### src/rtl/game_timer_if.sv
// game_timer_if: control/status bundle between the game controller (master) and the
// round countdown timer (slave).
interface game_timer_if;
    logic       load;
    logic [7:0] load_sec_bcd;
    logic       start;
    logic       pause;
    logic [7:0] sec_bcd;
    logic [7:0] csec_bcd;
    logic       running;
    logic       expired;
    logic       timeout;
    logic       warn;

    modport master (
        output load, load_sec_bcd, start, pause,
        input  sec_bcd, csec_bcd, running, expired, timeout, warn
    );

    modport slave (
        input  load, load_sec_bcd, start, pause,
        output sec_bcd, csec_bcd, running, expired, timeout, warn
    );
endinterface

### src/rtl/game_timer.sv
// game_timer: BCD SS.cc countdown for a typing round.
// tick_in (asynchronous divided square wave) is synchronised and edge-detected into a
// one-cycle tick; every TICKS_PER_CSEC ticks in RUN the count drops by one centisecond.
// Reaching 00.00 enters DONE with a one-cycle timeout pulse.
// Optional feature: define TIMER_WARN_EN to drive warn when fewer than WARN_SEC whole
// seconds remain while running; otherwise warn is tied low.
module game_timer #(
    parameter int unsigned SYNC_STAGES    = 2,
    parameter int unsigned TICKS_PER_CSEC = 1,
    parameter int unsigned WARN_SEC       = 5
) (
    input  logic        clk,
    input  logic        rst_n,
    input  logic        tick_in,
    game_timer_if.slave bus
);

    // Elaboration-time parameter sanity checks.
    if (SYNC_STAGES < 2) begin : g_bad_sync
        $error("game_timer: SYNC_STAGES must be >= 2");
    end
    if (TICKS_PER_CSEC < 1) begin : g_bad_ticks
        $error("game_timer: TICKS_PER_CSEC must be >= 1");
    end
    if (WARN_SEC > 99) begin : g_bad_warn
        $error("game_timer: WARN_SEC must fit in two BCD digits");
    end

    localparam int unsigned PW = (TICKS_PER_CSEC > 1) ? $clog2(TICKS_PER_CSEC) : 1;
    localparam logic [PW-1:0] PRESC_LAST = PW'(TICKS_PER_CSEC - 1);

    typedef enum logic [1:0] {
        StIdle,
        StRun,
        StPause,
        StDone
    } state_e;

    state_e                 state_q, state_d;
    logic [7:0]             sec_q, sec_d;
    logic [7:0]             csec_q, csec_d;
    logic [PW-1:0]          presc_q, presc_d;
    logic                   running_q;
    logic                   expired_q;
    logic                   timeout_q;

    logic [SYNC_STAGES-1:0] sync_q;
    logic                   tick_prev_q;
    logic                   tick;

    logic [7:0]             dec_sec;
    logic [7:0]             dec_csec;
    logic                   time_zero;
    logic                   dec_zero;

    // A digit above 9 loads as 9 so the counters only ever hold valid BCD.
    function automatic logic [3:0] clamp_digit(input logic [3:0] d);
        return (d > 4'd9) ? 4'd9 : d;
    endfunction

    // Synchroniser chain plus previous-value register for rising-edge detection.
    always_ff @(posedge clk or negedge rst_n) begin
        if (!rst_n) begin
            sync_q      <= '0;
            tick_prev_q <= 1'b0;
        end else begin
            sync_q      <= {sync_q[SYNC_STAGES-2:0], tick_in};
            tick_prev_q <= sync_q[SYNC_STAGES-1];
        end
    end

    assign tick = sync_q[SYNC_STAGES-1] & ~tick_prev_q;

    // One-centisecond BCD decrement with borrow from csec tens and then seconds.
    always_comb begin
        dec_sec  = sec_q;
        dec_csec = csec_q;
        if (time_zero) begin
            // Never wrap below 00.00.
            dec_sec  = sec_q;
            dec_csec = csec_q;
        end else if (csec_q[3:0] != 4'd0) begin
            dec_csec[3:0] = csec_q[3:0] - 4'd1;
        end else if (csec_q[7:4] != 4'd0) begin
            dec_csec = {csec_q[7:4] - 4'd1, 4'd9};
        end else begin
            dec_csec = 8'h99;
            if (sec_q[3:0] != 4'd0) begin
                dec_sec[3:0] = sec_q[3:0] - 4'd1;
            end else begin
                dec_sec = {sec_q[7:4] - 4'd1, 4'd9};
            end
        end
    end

    assign time_zero = (sec_q == 8'h00) && (csec_q == 8'h00);
    assign dec_zero  = (dec_sec == 8'h00) && (dec_csec == 8'h00);

    // Next-state: load beats start beats pause beats tick.
    always_comb begin
        state_d = state_q;
        sec_d   = sec_q;
        csec_d  = csec_q;
        presc_d = presc_q;
        if (bus.load) begin
            state_d = StIdle;
            sec_d   = {clamp_digit(bus.load_sec_bcd[7:4]), clamp_digit(bus.load_sec_bcd[3:0])};
            csec_d  = 8'h00;
            presc_d = '0;
        end else begin
            case (state_q)
                StIdle: begin
                    if (bus.start) begin
                        state_d = time_zero ? StDone : StRun;
                    end
                end
                StRun: begin
                    // start is a no-op in RUN but still outranks a coincident pause.
                    if (bus.pause && !bus.start) begin
                        state_d = StPause;
                    end else if (tick) begin
                        if (presc_q == PRESC_LAST) begin
                            presc_d = '0;
                            sec_d   = dec_sec;
                            csec_d  = dec_csec;
                            if (dec_zero) begin
                                state_d = StDone;
                            end
                        end else begin
                            presc_d = presc_q + 1'b1;
                        end
                    end
                end
                StPause: begin
                    if (bus.start) begin
                        state_d = StRun;
                    end
                end
                StDone: begin
                    state_d = StDone;
                end
                default: begin
                    state_d = StIdle;
                end
            endcase
        end
    end

    // State, counts and registered status decodes all update on the same edge.
    always_ff @(posedge clk or negedge rst_n) begin
        if (!rst_n) begin
            state_q   <= StIdle;
            sec_q     <= 8'h00;
            csec_q    <= 8'h00;
            presc_q   <= '0;
            running_q <= 1'b0;
            expired_q <= 1'b0;
            timeout_q <= 1'b0;
        end else begin
            state_q   <= state_d;
            sec_q     <= sec_d;
            csec_q    <= csec_d;
            presc_q   <= presc_d;
            running_q <= (state_d == StRun);
            expired_q <= (state_d == StDone);
            timeout_q <= (state_d == StDone) && (state_q != StDone);
        end
    end

    assign bus.sec_bcd  = sec_q;
    assign bus.csec_bcd = csec_q;
    assign bus.running  = running_q;
    assign bus.expired  = expired_q;
    assign bus.timeout  = timeout_q;

`ifdef TIMER_WARN_EN
    // Valid two-digit BCD compares numerically, so a plain byte compare suffices.
    localparam logic [7:0] WARN_BCD = {4'(WARN_SEC / 10), 4'(WARN_SEC % 10)};

    logic warn_q;

    // Warning flag tracks the next counts so it changes with them.
    always_ff @(posedge clk or negedge rst_n) begin
        if (!rst_n) begin
            warn_q <= 1'b0;
        end else begin
            warn_q <= (state_d == StRun) && (sec_d < WARN_BCD);
        end
    end

    assign bus.warn = warn_q;
`else
    assign bus.warn = 1'b0;
`endif

endmodule

### src/flat_wrapper.sv
// flat-port wrapper written by rule: the top's interface ports become plain ports
module game_timer_flat 
#(
    parameter int unsigned SYNC_STAGES    = 2,
    parameter int unsigned TICKS_PER_CSEC = 1,
    parameter int unsigned WARN_SEC       = 5
)
  (clk, rst_n, tick_in, bus_load, bus_load_sec_bcd, bus_start, bus_pause, bus_sec_bcd, bus_csec_bcd, bus_running, bus_expired, bus_timeout, bus_warn);
  game_timer_if bus_i ();
  input  logic clk;
  input  logic rst_n;
  input  logic tick_in;
  input wire logic [$bits(bus_i.load)-1:0] bus_load;
  input wire logic [$bits(bus_i.load_sec_bcd)-1:0] bus_load_sec_bcd;
  input wire logic [$bits(bus_i.start)-1:0] bus_start;
  input wire logic [$bits(bus_i.pause)-1:0] bus_pause;
  output wire logic [$bits(bus_i.sec_bcd)-1:0] bus_sec_bcd;
  output wire logic [$bits(bus_i.csec_bcd)-1:0] bus_csec_bcd;
  output wire logic [$bits(bus_i.running)-1:0] bus_running;
  output wire logic [$bits(bus_i.expired)-1:0] bus_expired;
  output wire logic [$bits(bus_i.timeout)-1:0] bus_timeout;
  output wire logic [$bits(bus_i.warn)-1:0] bus_warn;
  assign bus_i.load = bus_load;
  assign bus_i.load_sec_bcd = bus_load_sec_bcd;
  assign bus_i.start = bus_start;
  assign bus_i.pause = bus_pause;
  assign bus_sec_bcd = bus_i.sec_bcd;
  assign bus_csec_bcd = bus_i.csec_bcd;
  assign bus_running = bus_i.running;
  assign bus_expired = bus_i.expired;
  assign bus_timeout = bus_i.timeout;
  assign bus_warn = bus_i.warn;
  game_timer #(.SYNC_STAGES(SYNC_STAGES), .TICKS_PER_CSEC(TICKS_PER_CSEC), .WARN_SEC(WARN_SEC)) u_core (.clk(clk), .rst_n(rst_n), .tick_in(tick_in), .bus(bus_i));
endmodule
### config.mk
export PLATFORM = sky130hd
export DESIGN_NAME = game_timer_flat
export DESIGN_NICKNAME = d
export VERILOG_FILES = /design/src/rtl/game_timer_if.sv /design/src/rtl/game_timer.sv /design/src/flat_wrapper.sv
export SDC_FILE = /design/constraint.sdc
export NUM_CORES = 1
export LEC_CHECK = 0
export ABC_AREA = 1
export BUFFER_PORTS_ARGS = -buffer_cell sky130_fd_sc_hd__buf_2
export CAP_MARGIN = 5
export CORE_MARGIN = 3
export CORE_UTILIZATION = 58
export DETAILED_ROUTE_END_ITERATION = 10
export PLACE_DENSITY = 0.92
export SLEW_MARGIN = 20
export SYNTH_ARGS = -nofsm -noshare
export SYNTH_HDL_FRONTEND = slang
export SYNTH_SLANG_ARGS = --single-unit
export TNS_END_PERCENT = 10
### constraint.sdc
create_clock -name clk -period 3.9 [get_ports clk]
set_input_delay 0.195 -clock clk [delete_from_list [all_inputs] [get_ports clk]]
set_output_delay 0.195 -clock clk [all_outputs]
set_load 0.01 [all_outputs]
Word level (Yosys, flattened, before mapping)
Index checks and enable logic that the tools add are counted.
{ "word_totals": {"out_inout_bits": 20, "ff_bits": 25, "word_cells": 78, "input_bits": 14} }
{ "classes": {"eq_ne": 8, "reduce_logical": 17, "mux": 35, "n_bitwise": 2, "add_sub_neg": 5, "order_cmp": 2} }
{ "op_table": {"columns": ["cell", "count"], "rows": [
  ["$mux W8", 15],
  ["$logic_not A8 Y1", 4],
  ["$mux W4", 6],
  ["$mux W2", 8],
  ["$sub A4 B1 Y4 const B", 4],
  ["$reduce_bool A4 Y1", 3],
  ["$gt A4 B4 Y1 const B", 2],
  ["$pmux W2 S4", 1],
  ["$eq A2 B2 Y1 const B", 3],
  ["$ne A2 B2 Y1 const B", 3],
  ["$mux W1", 5],
  ["$eq A2 B1 Y1 const B", 2],
  ["$logic_and A1 B1 Y1", 4],
  ["$reduce_and A4 Y1", 1],
  ["$reduce_bool A2 Y1", 2],
  ["$reduce_and A3 Y1", 1],
  ["$logic_not A2 Y1", 1],
  ["$add A1 B1 Y1 const B", 1],
  ["$and A1 B1 Y1", 1],
  ["$logic_not A1 Y1", 1],
  ["$not A1 Y1", 1]
]} }

Depth between registers and ports, before layout
Gate-level depths: netlist of run 1.
{ "depth": {"depth_word": 15, "depth_mapped": 17, "depth_no_buf": 17} }

Least setup slack after synthesis of run 1
Ideal clock, no wire load.
{ "synth_path": {"kind": "register to register", "start": "reg u_core.sec_q[4] (netlist: u_core.bus.sec_bcd[4])", "end": "reg u_core.timeout_q (netlist: u_core.bus.timeout)", "t_arrival_ns": 1.747, "path_stages_with_launch": 16, "path_slack_ns": 2.085, "setup_ns": 0.069, "required_ns": 3.831, "path_cell_list": "dfrtp_1 > inv_1 > ha_1 > nand3_1 > nor2_4 > a21oi_2 > nand3_2 > nand2_1 > nand2_1 > nor2_1 > nand3_1 > nand2_1 > nand2_2 > nand2_2 > nand2_2 > nor2_2"} }
{ "synth_between": {"elab_chain_cells": 15, "word_cells_on_any_way": 21} }
{ "synth_rtl": {"columns": ["element", "line_no", "text"], "rows": [
  ["from (decl)", "game_timer.sv:40", "logic [7:0] sec_q, sec_d;"],
  ["from (signal assigned)", "game_timer.sv:153", "sec_q <= 8'h00;"],
  ["from (signal assigned)", "game_timer.sv:161", "sec_q <= sec_d;"],
  ["$sub A4 B1 Y4", "game_timer.sv:91", "dec_sec = {sec_q[7:4] - 4'd1, 4'd9};"],
  ["$mux W4", "game_timer.sv:88", "if (sec_q[3:0] != 4'd0) begin"],
  ["$mux W8", "game_timer.sv:84", "end else if (csec_q[7:4] != 4'd0) begin"],
  ["$mux W8", "game_timer.sv:82", "end else if (csec_q[3:0] != 4'd0) begin"],
  ["$mux W8", "game_timer.sv:78", "if (time_zero) begin"],
  ["$logic_not A8 Y1", "game_timer.sv:97", "assign dec_zero = (dec_sec == 8'h00) && (dec_csec == 8'h00);"],
  ["$logic_and A1 B1 Y1", "game_timer.sv:97", null],
  ["$mux W2", "game_timer.sv:126", "if (dec_zero) begin"],
  ["$mux W2", "game_timer.sv:122", "if (presc_q == PRESC_LAST) begin"],
  ["$mux W2", "game_timer.sv:121", "end else if (tick) begin"],
  ["$mux W2", "game_timer.sv:119", "if (bus.pause && !bus.start) begin"],
  ["$pmux W2 S4 (*)", "game_timer.sv:111", "case (state_q)"],
  ["$mux W2 (*)", "game_timer.sv:105", "if (bus.load) begin"],
  ["$eq A2 B2 Y1 (*)", "game_timer.sv:166", "timeout_q <= (state_d == StDone) && (state_q != StDone);"],
  ["$logic_and A1 B1 Y1 (*)", "game_timer.sv:166", null],
  ["to (signal assigned)", "game_timer.sv:166", null],
  ["to (decl)", "game_timer.sv:45", "logic timeout_q;"]
]} }
Every way passes the cells marked *; elsewhere a longest branch is shown, timed or not.
A chain may end at the register's enable or synchronous reset.

Worst setup path after layout of run 1
Ends and elaborated chain as after synthesis.

==> reports/results.txt, run 1 <==
startpoint types - register
Setup Fix Bufs, Post-CTS - 0
dpl hpwl - 2560 um
final WL - 3410 um
static leakage - 0.976 nW
Setup violations, final - 0
Seq pwr share - 44.4%
gr ovfl total - 0
Clock Tree Root - clkbuf_4
number of synthesized register bits - 24
xor/xnor share of the synthesized area - 0%
remaining antenna violation count - 0
clock skew - 4.11 ps
Starting Density - 61.8%
setup repair after global routing missed its margin - false
worst skew pair latency - 320 ps
reg2reg start - u_core.bus.sec_bcd[4]
hold path start - bus_load_sec_bcd[0]
GRT Overall Usage - 21.5%
sequential share of the synthesized area - 38.9%
synth unique cells - 32
Psw - 0.207 mW
TNS Setup - 0 ps
CP arrival - 2300 ps
Comb pwr share - 26.6%
Syn Area/Cell - 7.43 sq um
crit path time final - 2030 ps
# port buffers - 32
pre-CTS setup slack - 1920 ps
hold path cells - 3
number of DRC markers in iteration 0 - 86
Core ar. - 0.00250 sq mm
first-pass GRT wire length - 5690 um
Worst-path clk slew - 140 ps
Internal - 0.431 mW
setup slack after layout - 1870 ps
Worst setup EP type - register
largest net degree at the start of global routing - 25
CTS Sinks - 24
Worst-Margin Slew - 503 ps
max cap viols - 0
Die ar. - 0.00332 sq mm
TritonCTS buffer count - 3
initial antenna violation count - 0
Hold WS - 144 ps
Final Cycle Share - 52.0%
Nets - 261
FP Rows - 18
slowest stage delay, CP - 430 ps
RR Endpoint - u_core.bus.timeout
CTS tree - yes
Power Total - 0.638 mW
H-tree depth - 1
post-DR wirelength/cell - 12.4 um
Reg2Reg Depth - 16
Clk pwr share - 29.0%
mux cell area share after synthesis - 0%
Ports - 34
Cells after Synth - 208
worst vdd ir - 0.000336 V
cell at the slowest stage of the critical path - dfrtp_1
# hold bufs at CTS - 2
DR DRC count - 0
crit path kind - register to register
Peak Freq - 0.493 GHz
Final Wtd Congestion - 0.963
PwrDens - 354 mW/mm^2
WHS Endpoint - u_core.bus.sec_bcd[0]
Sw Ratio - 32.4%
DR vias - 1507
vias in the first global route - 1371
Final Hold Fails - 0
clk buf depth - 2
die width - 57.6 um
Min-Delay Path Class - input port to register
WP data required - 4170 ps
cts repair resizes - 0
Layout area overhead - 16.5%
cell area after synthesis - 0.00155 sq mm
Syn Nets - 224
CP Max Fanout - 5
simple-gate share of the synthesized area - 33.7%
Slew Limit Headroom - 66.5%
diode count - 0
Slew Limit Fails - 0
cell breakdown of the critical path - inv_1 > ha_1 > nand3_1 > nor2_4 > nand2_4 > nand2_1 > nand3_1 > nor2_1 > nand2_1 > nor2_2 > nand3_1 > nand2_1 > nand2_2 > nand2_2 > nand2_2 > nor2_2
share of cells above drive strength 1 - 24.2%
outcome - finished, final reports clean
Die Span Y - 57.6 um
total of fill cells in the finished design - 202
Adder-Cell Fraction of Synth Area - 1.62%
Synth Area in Compound Gates - 15.8%
largest family of logic cells by synthesized area - simple AND/OR/NAND/NOR gates
r2r setup slk - 1870 ps
vias per inst - 5.50
yosys warns - 0
first drt pass iteration count - 4
-- Yosys cell counts, drive strengths merged --
cell type / count / share of area, %
a211oi: 1 / 0.49
a21oi: 10 / 3.5
a22o: 1 / 0.65
a22oi: 4 / 1.9
a31oi: 3 / 1.2
buf: 2 / 1.2
clkbuf: 1 / 0.24
clkinv: 2 / 0.57
conb: 1 / 0.24
dfrtp: 24 / 39
ha: 2 / 1.6
inv: 32 / 7.8
nand2: 49 / 14
nand3: 16 / 5.8
nand4: 4 / 1.6
nor2: 32 / 11
nor3: 3 / 1.3
o21a: 2 / 0.97
o21ai: 12 / 3.9
o221ai: 2 / 1.1
o22ai: 5 / 2.0
-- per-stage QoR --
stage | std cells | instance area [sq um] | utilization (%)
6_report | 274 | 1800 | 72.0
2_1_floorplan | 208 | 1550 | -
4_1_cts | 274 | 1800 | 72.0
3_5_place_dp | 268 | 1730 | 69.1
5_1_grt | 274 | 1800 | 72.0
3_3_place_gp | 268 | 1730 | 69.1
-- flip-flops by register name, summed over array words and instances, names as in the netlist --
name,cells
u_core.bus.timeout,1
u_core.state_q,2
u_core.sync_q,2
u_core.bus.expired,1
u_core.bus.csec_bcd,8
u_core.bus.running,1
u_core.bus.sec_bcd,8
u_core.tick_prev_q,1
-- routing by layer --
metal / GRT usage [%] / part of all wire [%]
met3: 2.90 / 7.7
met5: 0 / 0
met4: 7.28 / 1.7
met2: 35.0 / 46
met1: 29.6 / 44
-- cells by family (layout without fill, tap and decap cells) --
kind of cell,after synthesis,after routing
compound gates,40,40
simple gates,104,104
fa+ha+maj,2,2
other cells,1,1
flops,24,24
buf+inv,37,73
-- worst max-delay path by stage --
stage / start / end / slack (ps) / cells past startpoint
2_1_floorplan: u_core.bus.sec_bcd[4] / u_core.bus.timeout / 2080 / 15
3_3_place_gp: u_core.bus.sec_bcd[5] / u_core.bus.timeout / 2000 / 16
3_5_place_dp: u_core.bus.sec_bcd[4] / u_core.bus.timeout / 1920 / 16
4_1_cts: u_core.bus.sec_bcd[4] / u_core.bus.timeout / 1860 / 16
5_1_grt: u_core.bus.sec_bcd[4] / u_core.bus.timeout / 1710 / 17
6_report: u_core.bus.sec_bcd[4] / u_core.bus.timeout / 1870 / 16
-- layout by cell type, fill, tap and decap left out --
master         count
a21oi_1            9
clkinv_1           1
buf_2             32
nor3_2             1
o21a_1             2
inv_2              1
nor2_4             3
a22o_2             1
nand2_1           42
clkinv_2           1
a22oi_1            4
nor2_1            24
nand4_1            4
dlygate4sd3_1      2
conb_1             1
dfrtp_1           24
clkbuf_4           3
nor2_8             1
buf_4              1
nand2_4            3
nand3_2            2
a211oi_1           1
a21oi_2            1
nor2_2             4
o221ai_1           2
bufinv_16          1
nand2_2            4
nor3_1             2
o21ai_0           12
a31oi_1            3
nand3_1           14
ha_1               2
inv_1             31
o22ai_1            5
-- critical path: cells and delay by family (launching register included) --
| family | cells | cell delay [ps] |
|---|---|---|
| buffers and inverters | 1 | 150 |
| DFF | 1 | 430 |
| and+or+nand+nor | 14 | 1240 |
| adders and majority gates | 1 | 160 |
-- layout make-up --
cell class / count / area, sq um / share of cell area (%)
timing repair buffer: 35 / 188 / 10.4
multi-input combinational: 147 / 793 / 44.1
clock buffer: 3 / 22.5 / 1.25
sequential: 24 / 601 / 33.4
inverter: 34 / 129 / 7.16
clock inverter: 1 / 30.0 / 1.67
tap: 30 / 37.5 / 2.08
-- power by group through the flow --
stage               Sequential, mW  Clock [mW]  Combinational [mW]
floorplan                    0.293           0               0.111
detailed placement           0.288           0               0.166
finish                       0.283       0.185               0.169
CTS                          0.283       0.183               0.169
global placement             0.287           0               0.165
global route                 0.286       0.196               0.191
Power figures use the tool's default switching activity.
==> run 2, diff against run 1 <==
Settings changed: CORE_UTILIZATION 58 to 54, PLACE_DENSITY 0.92 to 0.87.
Clock period 3.9 ns to 1.9 ns, I/O delays scaled along.
==> run 2 against run 1 <==
Net effect:
- utilization rose by 5.1 points
- first-iteration DRC count grew 41%
- wire length is 21% higher
- largest power group unchanged
- the run now ends with negative setup slack left
- combinational power grew to 2.7 times the previous value
==> reports/results.txt, run 2 (synthesis gave the netlist of run 1 again) <==
H-tree depth - 1 (unchanged)
clock skew - 3.33 ps (-0.782 ps)
DP Area - 0.00183 sq mm (+5.6%)
Worst-Margin Slew - 527 ps (+24.1 ps)
Sw Ratio - 32.8% (+0.45 points)
most frequent cells in the layout - nand2_1, buf_2, inv_1
Final Cycle Share - 105% (+53 points)
Die Span Y - 59.5 um (+3.3%)
# port buffers - 32 (unchanged)
Min-Delay Path Class - input port to register
WHS Endpoint - u_core.bus.sec_bcd[7]
first-pass GRT wire length - 6240 um (+9.7%)
Starting Density - 59.7% (-2.1 points)
CTS Sinks - 24 (unchanged)
initial antenna violation count - 0 (unchanged)
slowest stage delay, CP - 430 ps (about the same)
Worst setup EP type - register
hold path start - bus_load_sec_bcd[7]
gr ovfl total - 0 (unchanged)
Psw - 0.462 mW (+120%)
worst skew pair latency - 320 ps (about the same)
dpl hpwl - 2890 um (+13%)
TNS Setup - -269 ps (-269 ps)
Clock Tree Root - clkbuf_4
r2r setup slk - -100 ps (-1970 ps)
CP Max Fanout - 5 (unchanged)
first drt pass iteration count - 4 (unchanged)
Nets - 280 (+7.3%)
hold path cells - 3 (unchanged)
CP arrival - 2270 ps (-30 ps)
failing checks - negative setup slack
clk buf depth - 2 (unchanged)
DR DRC count - 0 (unchanged)
FP Rows - 18 (unchanged)
WP data required - 2180 ps (-1990 ps)
Slew Limit Fails - 0 (unchanged)
CTS tree - yes
post-DR wirelength/cell - 14.1 um (+13%)
Core ar. - 0.00259 sq mm (+3.6%)
startpoint types - register
commonest non-fill, non-tap cell in the layout - nand2_1
GRT Overall Usage - 22.9% (+1.4 points)
largest net degree at the start of global routing - 25 (unchanged)
max cap viols - 0 (unchanged)
Slew Limit Headroom - 64.9% (-1.6 points)
Comb pwr share - 32.2% (+5.6 points)
TritonCTS buffer count - 3 (unchanged)
Internal - 0.944 mW (+120%)
remaining antenna violation count - 0 (unchanged)
RR Endpoint - u_core.bus.timeout
Setup violations, final - 4 (+4)
final WL - 4120 um (+21%)
Reg2Reg Depth - 16 (unchanged)
Seq pwr share - 40.9% (-3.5 points)
PwrDens - 704 mW/mm^2 (+99%)
die width - 59.5 um (+3.3%)
Worst-path clk slew - 140 ps (about the same)
Power Total - 1.41 mW (+120%)
cell at the slowest stage of the critical path - dfrtp_1
setup repair after global routing missed its margin - true
reg2reg start - u_core.bus.sec_bcd[4]
Clk pwr share - 26.9% (-2.1 points)
pre-CTS setup slack - -183 ps (-2110 ps)
Final Hold Fails - 0 (unchanged)
share of cells above drive strength 1 - 33.8% (+9.7 points)
vias in the first global route - 1495 (+9.0%)
worst vdd ir - 0.000681 V (+100%)
Die ar. - 0.00354 sq mm (+6.6%)
diode count - 0 (unchanged)
setup slack after layout - -98.7 ps (-1970 ps)
post-route cell area - 0.00200 sq mm (+11%)
outcome - finished, violations left
Final Wtd Congestion - 0.888 (-7.7%)
DR vias - 1636 (+8.6%)
static leakage - 1.07 nW (+10%)
Peak Freq - 0.500 GHz (+1.4%)
crit path time final - 2000 ps (-27.9 ps)
crit path kind - register to register
Layout area overhead - 29.2%
number of DRC markers in iteration 0 - 121 (+41%)
CP dominant cell by count - nand2_2
vias per inst - 5.58 (+1.5%)
cell breakdown of the critical path - inv_2 > ha_2 > nand3_4 > nor2_4 > nand2_4 > nand2_2 > nand3_1 > nor2_1 > nand2_1 > nor2_2 > nand3_1 > nand2_1 > nand2_2 > nand2_2 > nand2_2 > nor2_2
Ports - 34 (unchanged)
-- run 2: what timing repair did --
item                                    CTS  global route
gates resized for setup                   3            15
endpoints found under the setup margin   12             9
pin swaps                                 2             5
endpoints found under the hold margin    25             0
hold buffers                              2             0
buffers inserted                          0             6
-- run 2: power groups by stage --
stage	Clock [mW]	Combinational, mW	Sequential (mW)
after detailed placement	0	0.400	0.582
after CTS	0.377	0.409	0.572
after global routing	0.394	0.502	0.580
final	0.378	0.453	0.575
after global placement	0	0.392	0.580
after floorplan	0	0.227	0.601
-- run 2: worst max-delay path by stage --
| stage | from | endpoint | depth (start not counted) |
|---|---|---|---|
| finish | u_core.bus.sec_bcd[4] | u_core.bus.timeout | 16 |
| global route | u_core.bus.sec_bcd[5] | u_core.bus.timeout | 16 |
| CTS | u_core.bus.sec_bcd[4] | u_core.bus.timeout | 15 |
| detailed placement | u_core.sync_q[1] | u_core.bus.csec_bcd[6] | 7 |
| global placement | u_core.state_q[1] | u_core.bus.sec_bcd[7] | 6 |
| floorplan | u_core.bus.sec_bcd[4] | u_core.bus.timeout | 15 |
-- run 2: routing by layer --
layer | vias up | track usage (%) | routed length, um
li1 | 790 | - | -
met1 | 772 | 27.8 | 1630
met2 | 63 | 40.9 | 2130
met3 | 11 | 3.27 | 269
met4 | 0 | 8.54 | 89
met5 | - | 0 | 0
-- run 2: critical path: cells and delay by family (launching register included) --
kind                     cells  cell delay [ps]
adder cells (fa/ha/maj)      1              200
AND/OR/NAND/NOR             14             1230
flip-flops                   1              430
buffers and inverters        1               80
-- run 2: area by class of cell --
cell class | instances | area (sq um)
clock buffers | 3 | 22.5
clock inverters | 1 | 30.0
fillers | 185 | 593
inverters | 34 | 133
multi-input cells | 147 | 846
flip-flops and latches | 24 | 601
well taps | 30 | 37.5
repair buffers | 54 | 328
-- run 2: metrics by stage --
step | hold slack, ps | util (%) | instances
2_1_floorplan | -201 | - | 208
3_3_place_gp | 104 | 70.5 | 281
3_5_place_dp | 104 | 70.5 | 281
4_1_cts | 28.8 | 73.5 | 287
5_1_grt | 76.4 | 77.1 | 293
6_report | 60.6 | 77.1 | 293
